$ cat src/rtl/lampfpu_sqrt_core_if.sv
// Start/result handshake between the FPU sqrt wrapper (master) and the
// radix-2 restoring square-root core (slave).
interface lampfpu_sqrt_core_if #(
  parameter int MANT_W = 8,
  parameter int RES_W  = 2 * MANT_W
);

  // Handshake: the master raises doSqrt_i for one cycle while busy_o is low
  // and valid_o is not pending. s_i, is_exp_odd_i and special_case_i are
  // sampled on that same edge only. The slave answers with a single-cycle
  // valid_o, and res_o is valid in that cycle. res_o then holds until the
  // next result. No back-pressure exists: starts issued while busy_o is high
  // are dropped, not queued.
  logic              doSqrt_i;
  logic [MANT_W-1:0] s_i;
  logic              is_exp_odd_i;
  logic              special_case_i;
  logic [RES_W-1:0]  res_o;
  logic              valid_o;
  logic              busy_o;

  modport master (
    output doSqrt_i, s_i, is_exp_odd_i, special_case_i,
    input  res_o, valid_o, busy_o
  );

  modport slave (
    input  doSqrt_i, s_i, is_exp_odd_i, special_case_i,
    output res_o, valid_o, busy_o
  );

endinterface

$ cat src/rtl/lampfpu_sqrt_core.sv
// Iterative radix-2 restoring square root: one root bit per cycle, 1.15 result.
// Optional macro LAMP_SQRT_CORE_STICKY_EN ORs the inexact flag into the result LSB.
module lampfpu_sqrt_core #(
  parameter int MANT_W = 8,
  parameter int RES_W  = 2 * MANT_W
) (
  input  logic                 clk,
  input  logic                 rst,
  lampfpu_sqrt_core_if.slave   sq,
  output logic [1:0]           o_dbg_state
);

  localparam int X_W   = 2 * RES_W;
  localparam int REM_W = RES_W + 2;
  localparam int CNT_W = $clog2(RES_W);
  localparam logic [CNT_W-1:0] CNT_INIT = CNT_W'(RES_W - 1);

  typedef enum logic [1:0] {
    ST_IDLE = 2'd0,
    ST_CALC = 2'd1,
    ST_DONE = 2'd2
  } state_t;

  state_t             r_state;
  state_t             w_state_next;
  logic [X_W-1:0]     r_x;
  logic [REM_W-1:0]   r_rem;
  logic [RES_W-1:0]   r_root;
  logic [CNT_W-1:0]   r_cnt;
  logic [RES_W-1:0]   r_res;
  logic               r_valid;

  logic [X_W-1:0]     w_x_ext;
  logic [X_W-1:0]     w_x_load;
  logic [REM_W-1:0]   w_rem_shift;
  logic [REM_W-1:0]   w_trial;
  logic               w_ge;
  logic [REM_W-1:0]   w_rem_next;
  logic [RES_W-1:0]   w_root_next;
  logic [RES_W-1:0]   w_res_final;

  // Odd exponents double the radicand so the halved exponent stays integral.
  assign w_x_ext  = {{(X_W - MANT_W){1'b0}}, sq.s_i};
  assign w_x_load = sq.is_exp_odd_i ? (w_x_ext << (RES_W + MANT_W))
                                    : (w_x_ext << (RES_W + MANT_W - 1));

  assign w_rem_shift = (r_rem << 2) | {{RES_W{1'b0}}, r_x[X_W-1 -: 2]};
  assign w_trial     = {r_root, 2'b01};
  assign w_ge        = (w_rem_shift >= w_trial);
  assign w_rem_next  = w_ge ? (w_rem_shift - w_trial) : w_rem_shift;
  assign w_root_next = {r_root[RES_W-2:0], w_ge};

`ifdef LAMP_SQRT_CORE_STICKY_EN
  assign w_res_final = r_root | {{(RES_W - 1){1'b0}}, (r_rem != '0)};
`else
  assign w_res_final = r_root;
`endif

  always_ff @(posedge clk or negedge rst) begin
    if (!rst) begin
      r_state <= ST_IDLE;
    end else begin
      r_state <= w_state_next;
    end
  end

  always_comb begin
    w_state_next = r_state;
    case (r_state)
      ST_IDLE: begin
        if (sq.doSqrt_i) begin
          w_state_next = sq.special_case_i ? ST_DONE : ST_CALC;
        end
      end
      ST_CALC: begin
        if (r_cnt == '0) begin
          w_state_next = ST_DONE;
        end
      end
      ST_DONE: w_state_next = ST_IDLE;
      default: w_state_next = ST_IDLE;
    endcase
  end

  always_ff @(posedge clk or negedge rst) begin
    if (!rst) begin
      r_x     <= '0;
      r_rem   <= '0;
      r_root  <= '0;
      r_cnt   <= '0;
      r_res   <= '0;
      r_valid <= 1'b0;
    end else begin
      r_valid <= 1'b0;
      case (r_state)
        ST_IDLE: begin
          if (sq.doSqrt_i) begin
            r_root <= '0;
            r_rem  <= '0;
            if (!sq.special_case_i) begin
              r_x   <= w_x_load;
              r_cnt <= CNT_INIT;
            end
          end
        end
        ST_CALC: begin
          r_x    <= r_x << 2;
          r_rem  <= w_rem_next;
          r_root <= w_root_next;
          if (r_cnt != '0) begin
            r_cnt <= r_cnt - 1'b1;
          end
        end
        ST_DONE: begin
          r_res   <= w_res_final;
          r_valid <= 1'b1;
        end
        default: ;
      endcase
    end
  end

  assign sq.res_o    = r_res;
  assign sq.valid_o  = r_valid;
  assign sq.busy_o   = (r_state != ST_IDLE);
  assign o_dbg_state = r_state;

endmodule

$ cat src/flat_wrapper.sv
// flat-port wrapper written by rule: the top's interface ports become plain ports
module lampfpu_sqrt_core_flat 
#(
  parameter int MANT_W = 8,
  parameter int RES_W  = 2 * MANT_W
)
  (clk, rst, o_dbg_state, sq_doSqrt_i, sq_s_i, sq_is_exp_odd_i, sq_special_case_i, sq_res_o, sq_valid_o, sq_busy_o);
  lampfpu_sqrt_core_if #(.MANT_W(MANT_W), .RES_W(RES_W)) sq_i ();
  input  logic clk;
  input  logic rst;
  output logic [1:0] o_dbg_state;
  input wire logic [$bits(sq_i.doSqrt_i)-1:0] sq_doSqrt_i;
  input wire logic [$bits(sq_i.s_i)-1:0] sq_s_i;
  input wire logic [$bits(sq_i.is_exp_odd_i)-1:0] sq_is_exp_odd_i;
  input wire logic [$bits(sq_i.special_case_i)-1:0] sq_special_case_i;
  output wire logic [$bits(sq_i.res_o)-1:0] sq_res_o;
  output wire logic [$bits(sq_i.valid_o)-1:0] sq_valid_o;
  output wire logic [$bits(sq_i.busy_o)-1:0] sq_busy_o;
  assign sq_i.doSqrt_i = sq_doSqrt_i;
  assign sq_i.s_i = sq_s_i;
  assign sq_i.is_exp_odd_i = sq_is_exp_odd_i;
  assign sq_i.special_case_i = sq_special_case_i;
  assign sq_res_o = sq_i.res_o;
  assign sq_valid_o = sq_i.valid_o;
  assign sq_busy_o = sq_i.busy_o;
  lampfpu_sqrt_core #(.MANT_W(MANT_W), .RES_W(RES_W)) u_core (.clk(clk), .rst(rst), .sq(sq_i), .o_dbg_state(o_dbg_state));
endmodule
$ cat config.mk
export PLATFORM = sky130hd
export DESIGN_NAME = lampfpu_sqrt_core_flat
export DESIGN_NICKNAME = d
export VERILOG_FILES = /design/src/rtl/lampfpu_sqrt_core_if.sv /design/src/rtl/lampfpu_sqrt_core.sv /design/src/flat_wrapper.sv
export SDC_FILE = /design/constraint.sdc
export NUM_CORES = 1
export LEC_CHECK = 0
export BUFFER_PORTS_ARGS = -buffer_cell sky130_fd_sc_hd__clkbuf_2
export CORE_MARGIN = 3
export CORE_UTILIZATION = 40
export CTS_CLUSTER_DIAMETER = 30
export DETAILED_ROUTE_END_ITERATION = 16
export GPL_TIMING_DRIVEN = 0
export PLACE_DENSITY_LB_ADDON = 0.15
export SYNTH_ARGS = -nofsm -noshare
export SYNTH_HDL_FRONTEND = slang
export SYNTH_SLANG_ARGS = --single-unit
$ cat constraint.sdc
create_clock -name clk -period 3 [get_ports clk]
set_input_delay 0.15 -clock clk [delete_from_list [all_inputs] [get_ports clk]]
set_output_delay 0.15 -clock clk [all_outputs]
set_load 0.01 [all_outputs]
# After elaboration in Yosys (flattened, before gate mapping)
# Index checks and enable logic that the tools add are counted.
# op_classes
add_sub_neg,2
magnitude_cmp,1
n_eq_ne,6
n_mux,18
bitwise_logic,1
n_reduce_logical,9
# ops
op,count
32-bit 2-to-1 mux,3
16-bit case mux with 2 select lines,2
32-bit case mux with 2 select lines,1
16-bit 2-to-1 mux,3
18-bit >= comparator,1
18-bit by 2-bit bitwise OR with 18-bit output,1
16-bit subtractor,1
4-bit 2-to-1 mux,3
4-bit case mux with 2 select lines,1
2-bit 2-to-1 mux,3
4-bit logical NOT,1
2-bit by 1-bit != test with 1-bit output (second input constant),2
2-bit != test (second input constant),2
2-bit case mux with 2 select lines,1
2-bit AND reduction,2
4-bit AND reduction,1
2-bit nonzero test,2
4-bit nonzero test,1
4-bit by 1-bit subtractor with 4-bit output (second input constant),1
3-bit AND reduction,1
2-bit by 1-bit equality test with 1-bit output (second input constant),1
2-bit equality test (second input constant),1
2-bit logical NOT,1
1-bit 2-to-1 mux,1
# totals
ff_bits,87
input_bits,13
output_inout_bits,20
wordCells,44

# Depth between registers and ports, before layout
# Gate-level depths: netlist of run 1.
# logic_depth
depth_word,4
mapped_depth,10
ltp_nobuf,8

# Worst setup path after synthesis of run 1
# Ideal clock, no wire load.
# synth_path
kind,register to register
start,register u_core.r_root[0]
end,register u_core.r_rem[2]
setup_ns,0.126
t_arrival_ns,1.975
required_ns,2.874
setup_slack_ns,0.899
path_stages_with_launch,10
path_buffers,1
synth_period_minus_slack_ns,2.101
cell_sequence,dfrtp_1 > inv_1 > ha_1 > nor2b_4 > o31ai_4 > a21oi_2 > o31ai_4 > nand2_2 > buf_6 > a221o_1
# synth_via
elab_chain_len,3
elab_cells_between_ends,4
classes_between,add/sub (1); order compare (1); mux (2)
# synth_rtl
element,line_no,source
from (decl),lampfpu_sqrt_core.sv:28,logic [RES_W-1:0] r_root;
from (signal assigned),lampfpu_sqrt_core.sv:109,r_root <= w_root_next;
16-bit subtractor or 18-bit >= comparator (tied branches),"lampfpu_sqrt_core.sv:50, lampfpu_sqrt_core.sv:49",
16-bit 2-to-1 mux (*),lampfpu_sqrt_core.sv:50,assign w_rem_next = w_ge ? (w_rem_shift - w_trial) : w_rem_shift;
16-bit case mux with 2 select lines (*),lampfpu_sqrt_core.sv:95,case (r_state)
to (signal assigned),lampfpu_sqrt_core.sv:108,r_rem <= w_rem_next;
to (decl),lampfpu_sqrt_core.sv:27,logic [REM_W-1:0] r_rem;
# Mark *: on every way between the ends. The rest lies on a longest branch, timed or not.
# A chain may end at the register's enable or synchronous reset.

# Worst setup path after layout of run 1
# layout_path
start,register u_core.r_root[3]
end,register u_core.r_rem[5]
# The elaborated chain is that of the path after synthesis.

==> flow_summary.toml, run 1 <==
[grt]
grt_antenna_before_repair = 0
grt_start_max_net_pins = 65
grt_overflow = 0
grt_usage_pct = 18.7
grt_pass1_vias = 2957
grt_pass1_wl_mm = 15.2

[sta]
finalMaxSlewViolations = 0
max_slew_margin_pct = 42.1
timing.final.crit_share_pct = 82.3
fin_tns_setup_ns = 0
period_minus_slack_ns = 2.47
finalHoldViolCount = 0
rsz0062_at_grt = "no"
tightestPinTransition_ns = 0.869
fin_skew_ns = 0.0112
clock.fmax_mhz = 405
setup-violations-final = 0
hold_slack_ns = 0.0675

[yosys]
synth_nets = 452
ys.flop_type = "dfrtp_1"
synth.distinct_cells = 56
synth_seq_cells = 64
yosysTopAreaCell = "dfrtp_1"
synthArstFlopShare_pct = 100
synth.top_cell.area_share_pct = 43.0
yosysSeqAreaShare_pct = 43.0
synthTopCellsByArea = "dfrtp_1 43%, nand2_1 7.8%, o21ai_0 7.0%"
syn_inst = 420
synth_area_per_cell_sq_um = 8.87
syn-cell-area_sq_um = 3720
synth_edf_count = 0
synth_warnings = 0

[floorplan]
die_x_um = 102
initial_utilization_pct = 41.9
core_area_sq_um = 8890
ioPinCount = 33
rows = 34
dieArea_sq_um = 10500
die_height_um = 102

[outcome]
status = "finished, final reports clean"

[placed_design]
gp_congestion = 0.864
port_buffers = 31
dpl.hpwl_mm = 6.70

[worst_setup_path]
crit_path_top_delay_cell = "o31ai_4"
crit_path_start_kind = "register"
max_stage_delay_ns = 0.41
worstPathRequired_ns = 3.23
crit_chain = "inv_1 -> ha_1 -> a21oi_1 -> a21oi_2 -> o31ai_4 -> nand2_2 -> buf_6 -> a221o_1"
crit_path_end_kind = "register"
crit_fanout = 10
arrival_ns = 2.69
crit_type = "register to register"

[finish]
areaGrowthSynthToFinish_pct = 13.8
n_antenna_cell = 0
finalNetCount = 495
layout-drive-gt1-share_pct = 14.1
finish.utilization_pct = 47.7

[routing]
ant_nets = 0
wl_mm = 9.15
wl_per_cell_um = 15.9
vias = 3125
vias_per_cell = 5.43
drt_iter0_drc = 193
drt-pass1-iter-count = 4
drc = 0

[clock_tree]
cts_max_level = 3
cts.sinks = 64
clkTransAtPathRegs_ns = 0.08
cts_resized = 0
cts_buffers = 9
clock_path_buffers = 2
cts_tree = "done"
clk_latency_ns = 0.34
root_buffer = "clkbuf_8"

[min_path]
hp-class = "input port to register"

[pwr]
irDropWorstVdd_v = 0.000382
power_density_nw_per_um2 = 1340
p_leak_nw = 1.91

[run]
max_cap_violations = 0
[per-layer routing]
metal	up-vias	wire length (um)	share of wire [%]	track usage, %
li1	1560	-	-	-
met1	1501	4420	48	25.9
met2	54	4310	47	29.5
met3	10	315	3.4	3.55
met4	0	112	1.2	5.85
met5	-	0	0	0
[critical path, delay by kind of cell, from the launching register on]
kind                       cells  cell delay [ns]
and+or+nand+nor                1             0.12
adders and majority gates      1             0.32
DFF                            1             0.38
AOI/OAI and AO/OA              4             1.21
buffers and inverters          2             0.31
[cell type report]
cell class / count / area (sq um)
plain buffers: 21 / 108
well taps: 108 / 135
clock inverters: 5 / 81.3
flip-flops and latches: 64 / 1600
multi-input cells: 311 / 1920
inverters: 24 / 90.1
clock buffers: 11 / 131
fillers: 867 / 4650
repair buffers: 32 / 168
[through the flow]
stage / cells / power, mW / area (sq um) / worst slack [ns]
4_1_cts: 576 / 5.71 / 4240 / 0.541
5_1_grt: 576 / 6.22 / 4240 / 0.380
6_report: 576 / 5.70 / 4240 / 0.532
3_3_place_gp: 559 / 4.83 / 4010 / 0.551
3_5_place_dp: 559 / 4.87 / 4020 / 0.565
2_1_floorplan: 420 / 4.00 / 3720 / 0.899
[cells in the final DEF, fill, tap and decap left out, drive strengths merged, types with 3 or more instances in the layout]
cell type	count
nand2	78
dfrtp	64
o21ai	57
clkbuf	56
a21oi	34
nor2	25
inv	24
ha	19
o211ai	12
mux2i	9
nor3	9
xnor2	8
o31ai	7
buf	7
nor2b	4
and3	4
nand2b	3
a21o	3
o21a	3
a221o	3
nand4	3
a21boi	3
[cells in the mapped netlist (3+ instances only)]
cell type  count
nor3_1         8
xnor2_1        8
o31ai_1        4
nor2b_1        3
buf_4          3
nor2_1        25
nand2b_1       3
inv_1         24
a21o_1         3
a21oi_1       33
o211ai_1      12
a221o_1        3
nand2_1       77
mux2i_1        9
o21ai_0       52
o21a_1         3
and3_1         3
ha_1          19
dfrtp_1       64
clkbuf_1      14
[registers in the layout, summed over array words and instances, names as in the netlist]
name                flops
u_core.o_dbg_state      2
u_core.r_cnt            4
u_core.r_rem           16
u_core.r_root          16
u_core.r_x              9
u_core.sq.res_o        16
u_core.sq.valid_o       1
[kinds of logic after synthesis]
family          share of synthesized area, %
compound gates                          24.0
simple gates                            16.5
flops                                   43.0
buf+inv                                 5.31
fa+ha+maj                               6.38
mux                                     2.72
xor+xnor                                2.12
[path summary, 6_finish.rpt]
| path | startpoint | to | slack [ns] | cells past startpoint |
|---|---|---|---|---|
| setup reg to reg | u_core.r_root[3] | u_core.r_rem[5] | 0.53 | 8 |
| setup / recovery | u_core.r_root[3] | u_core.r_rem[5] | 0.53 | 8 |
| min in group asynchronous | rst | u_core.r_cnt[0] | 0.47 | 2 |
| max in group asynchronous | rst | u_core.r_rem[6] | 1.96 | 2 |
| hold / removal | sq_s_i[0] | u_core.r_x[23] | 0.07 | 3 |
| hold reg to reg | u_core.r_root[12] | u_core.r_root[12] | 0.48 | 2 |
[where the power goes]
group	switching [mW]	leakage (nW)	total (mW)	internal, mW
clock	0.355	0.104	0.823	0.469
sequential	0.223	0.834	1.43	1.21
combinational	2.09	0.976	3.45	1.35
total	2.67	1.91	5.70	3.03
[repair_timing]
action                                 CTS  global route
buffers inserted                         0             0
setup endpoints to repair                0             0
endpoints found under the hold margin   64             0
hold buffers                             1             0
(Power assumes the default switching activity.)
==> run 2: changes to the inputs <==
==> constraint.sdc (replaced) <==
create_clock -name clk -period 2.2 [get_ports clk]
set_input_delay 0.11 -clock clk [delete_from_list [all_inputs] [get_ports clk]]
set_output_delay 0.11 -clock clk [all_outputs]
set_load 0.01 [all_outputs]
==> run 2 against run 1 <==
  * Clock skew rose by 0.0018 ns
  * Setup slack got worse by 0.56 ns
  * The run now ends with setup timing left
  * Hold slack got worse by 0.052 ns
  * Largest cell class unchanged
  * Critical path type unchanged
  * Register-to-register slack got worse by 0.56 ns
  * Final area rose by 11%
  * Core utilization rose by 5.2 points
==> flow_summary.toml, run 2 (synthesis results as in run 1) <==
[outcome]
status = "finished, violations left"
failed_checks = "setup timing"

[clock_tree]
cts.sinks = 64
clkTransAtPathRegs_ns = 0.08
cts_tree = "done"
clk_latency_ns = 0.36
cts_max_level = 3
root_buffer = "clkbuf_8"
cts_buffers = 9
clock_path_buffers = 2

[finish]
finish.utilization_pct = 52.9
layout-drive-gt1-share_pct = 25.9
regArea_sq_um = 1600
fillCellCount = 820
multi_input_area_sq_um = 2170
final_common_cell = "nand2_1"
final_cell_mix = "77 x nand2_1, 63 x dfrtp_1, 49 x o21ai_0, 30 x clkbuf_2, 27 x a21oi_1"
finalNetCount = 518
areaGrowthSynthToFinish_pct = 26.3
n_antenna_cell = 0
design_area_sq_um = 4700

[worst_setup_path]
crit_type = "register to register"
crit_path_end_kind = "register"
crit_chain = "ha_4 -> nand4_1 -> o41a_1 -> o21ai_4 -> buf_6 -> o2111ai_2 -> o211ai_1"
max_stage_delay_ns = 0.51
worstPathRequired_ns = 2.48
crit_fanout = 7
arrival_ns = 2.51
crit_path_top_delay_cell = "o41a_1"
crit_path_start_kind = "register"
reg2reg_slack_ns = -0.03

[sta]
clock.fmax_mhz = 449
worst_slack_ns = -0.0253
timing.final.crit_share_pct = 101
period_minus_slack_ns = 2.23
setup-violations-final = 3
finalMaxSlewViolations = 0
fin_tns_setup_ns = -0.0443
rsz0062_at_grt = "yes"
finalHoldViolCount = 0
tightestPinTransition_ns = 0.873
max_slew_margin_pct = 41.8
fin_skew_ns = 0.0130

[floorplan]
core_area_sq_um = 8890
initial_utilization_pct = 41.9
ioPinCount = 33
die_x_um = 102
dieArea_sq_um = 10500
die_height_um = 102
rows = 34

[routing]
ant_nets = 0
wl_mm = 10.1
drc = 0
wl_per_cell_um = 16.8
drt_iter0_drc = 208
vias_per_cell = 5.59
vias = 3347
drt-pass1-iter-count = 4

[pwr]
power_mw = 9.06
p_leak_nw = 2.06
p_switching_mw = 4.12
clockPowerShare_pct = 12.5
switching_share_pct = 45.5
p_seq_share_pct = 22.2
p_int_mw = 4.94
power_density_nw_per_um2 = 1930
irDropWorstVdd_v = 0.000568
pwr-share-comb_pct = 65.3

[grt]
grt_pass1_vias = 3128
grt_overflow = 0
grt_pass1_wl_mm = 15.9
grt_usage_pct = 19.7
grt_start_max_net_pins = 65
grt_antenna_before_repair = 0

[placed_design]
port_buffers = 31
gp_congestion = 0.864
dpl.hpwl_mm = 6.70
placed_area_sq_um = 4020

[run]
max_cap_violations = 0

[min_path]
hp-class = "input port to register"
[run 2: changes by cell type in the layout (fill, tap and decap cells not counted), moves of 3 or more]
cell and delta:
a21oi_1 -6, a21oi_2 +5, buf_4 +18, buf_6 +4, ha_1 -13, ha_4 +13, inv_1 -9, inv_2 +9
o21ai_0 -3, o21ai_1 +3
[run 2: timing repair]
action,4_1_cts,5_1_grt
buffers inserted,11,10
setup endpoints to repair,17,16
endpoints found under the hold margin,64,0
pin swaps,9,15
hold buffers,1,0
gates resized for setup,31,25
gates cloned,1,1
[run 2: stage by stage]
step                setup WS, ns  hold WS (ns)  cells
global route             -0.0903        0.0372    599
global placement          -0.249         0.381    559
detailed placement        -0.235         0.315    559
floorplan                 0.0991        -0.186    420
finish                   -0.0253        0.0160    599
CTS                     -0.00449        0.0154    588
[run 2: worst paths after layout]
check,depth (start not counted),from,end
min in group asynchronous,2,rst,u_core.r_cnt[0]
hold reg to reg,2,u_core.sq.res_o[4],u_core.sq.res_o[4]
setup / recovery,7,u_core.r_rem[5],u_core.r_rem[12]
setup reg to reg,7,u_core.r_rem[5],u_core.r_rem[12]
max in group asynchronous,2,rst,u_core.r_rem[7]
hold / removal,3,sq_s_i[0],u_core.r_x[23]
[run 2: power groups by stage]
stage	clock (mW)	sequential, mW	combinational [mW]
after floorplan	0	1.97	3.49
after global placement	0	1.96	4.62
after detailed placement	0	1.97	4.67
after CTS	1.15	1.98	5.30
after global routing	1.20	2.07	6.45
final	1.14	2.01	5.91
[run 2: final cells by class]
class                           instances  area share, %
Multi-Input combinational cell        311           46.2
Sequential cell                        64           34.1
Timing Repair Buffer                   55           7.69
Tap cell                              108           2.87
Clock buffer                           11           2.79
Buffer                                 21           2.74
Inverter                               24           1.92
Clock inverter                          5           1.73
[run 2: worst max-delay path, delay by kind of cell (launching register included)]
kind	cells	cell delay [ns]
compound gates	4	1.05
fa+ha+maj	1	0.33
buf+inv	1	0.19
flops	1	0.44
simple gates	1	0.14
[run 2: per-layer routing]
metal  GRT usage [%]  vias up  wire [um]
met5               0        -          0
met4            7.27        0        183
met3            3.55       17        534
met2            31.2       94       4810
met1            26.8     1627       4550
li1                -     1609          -
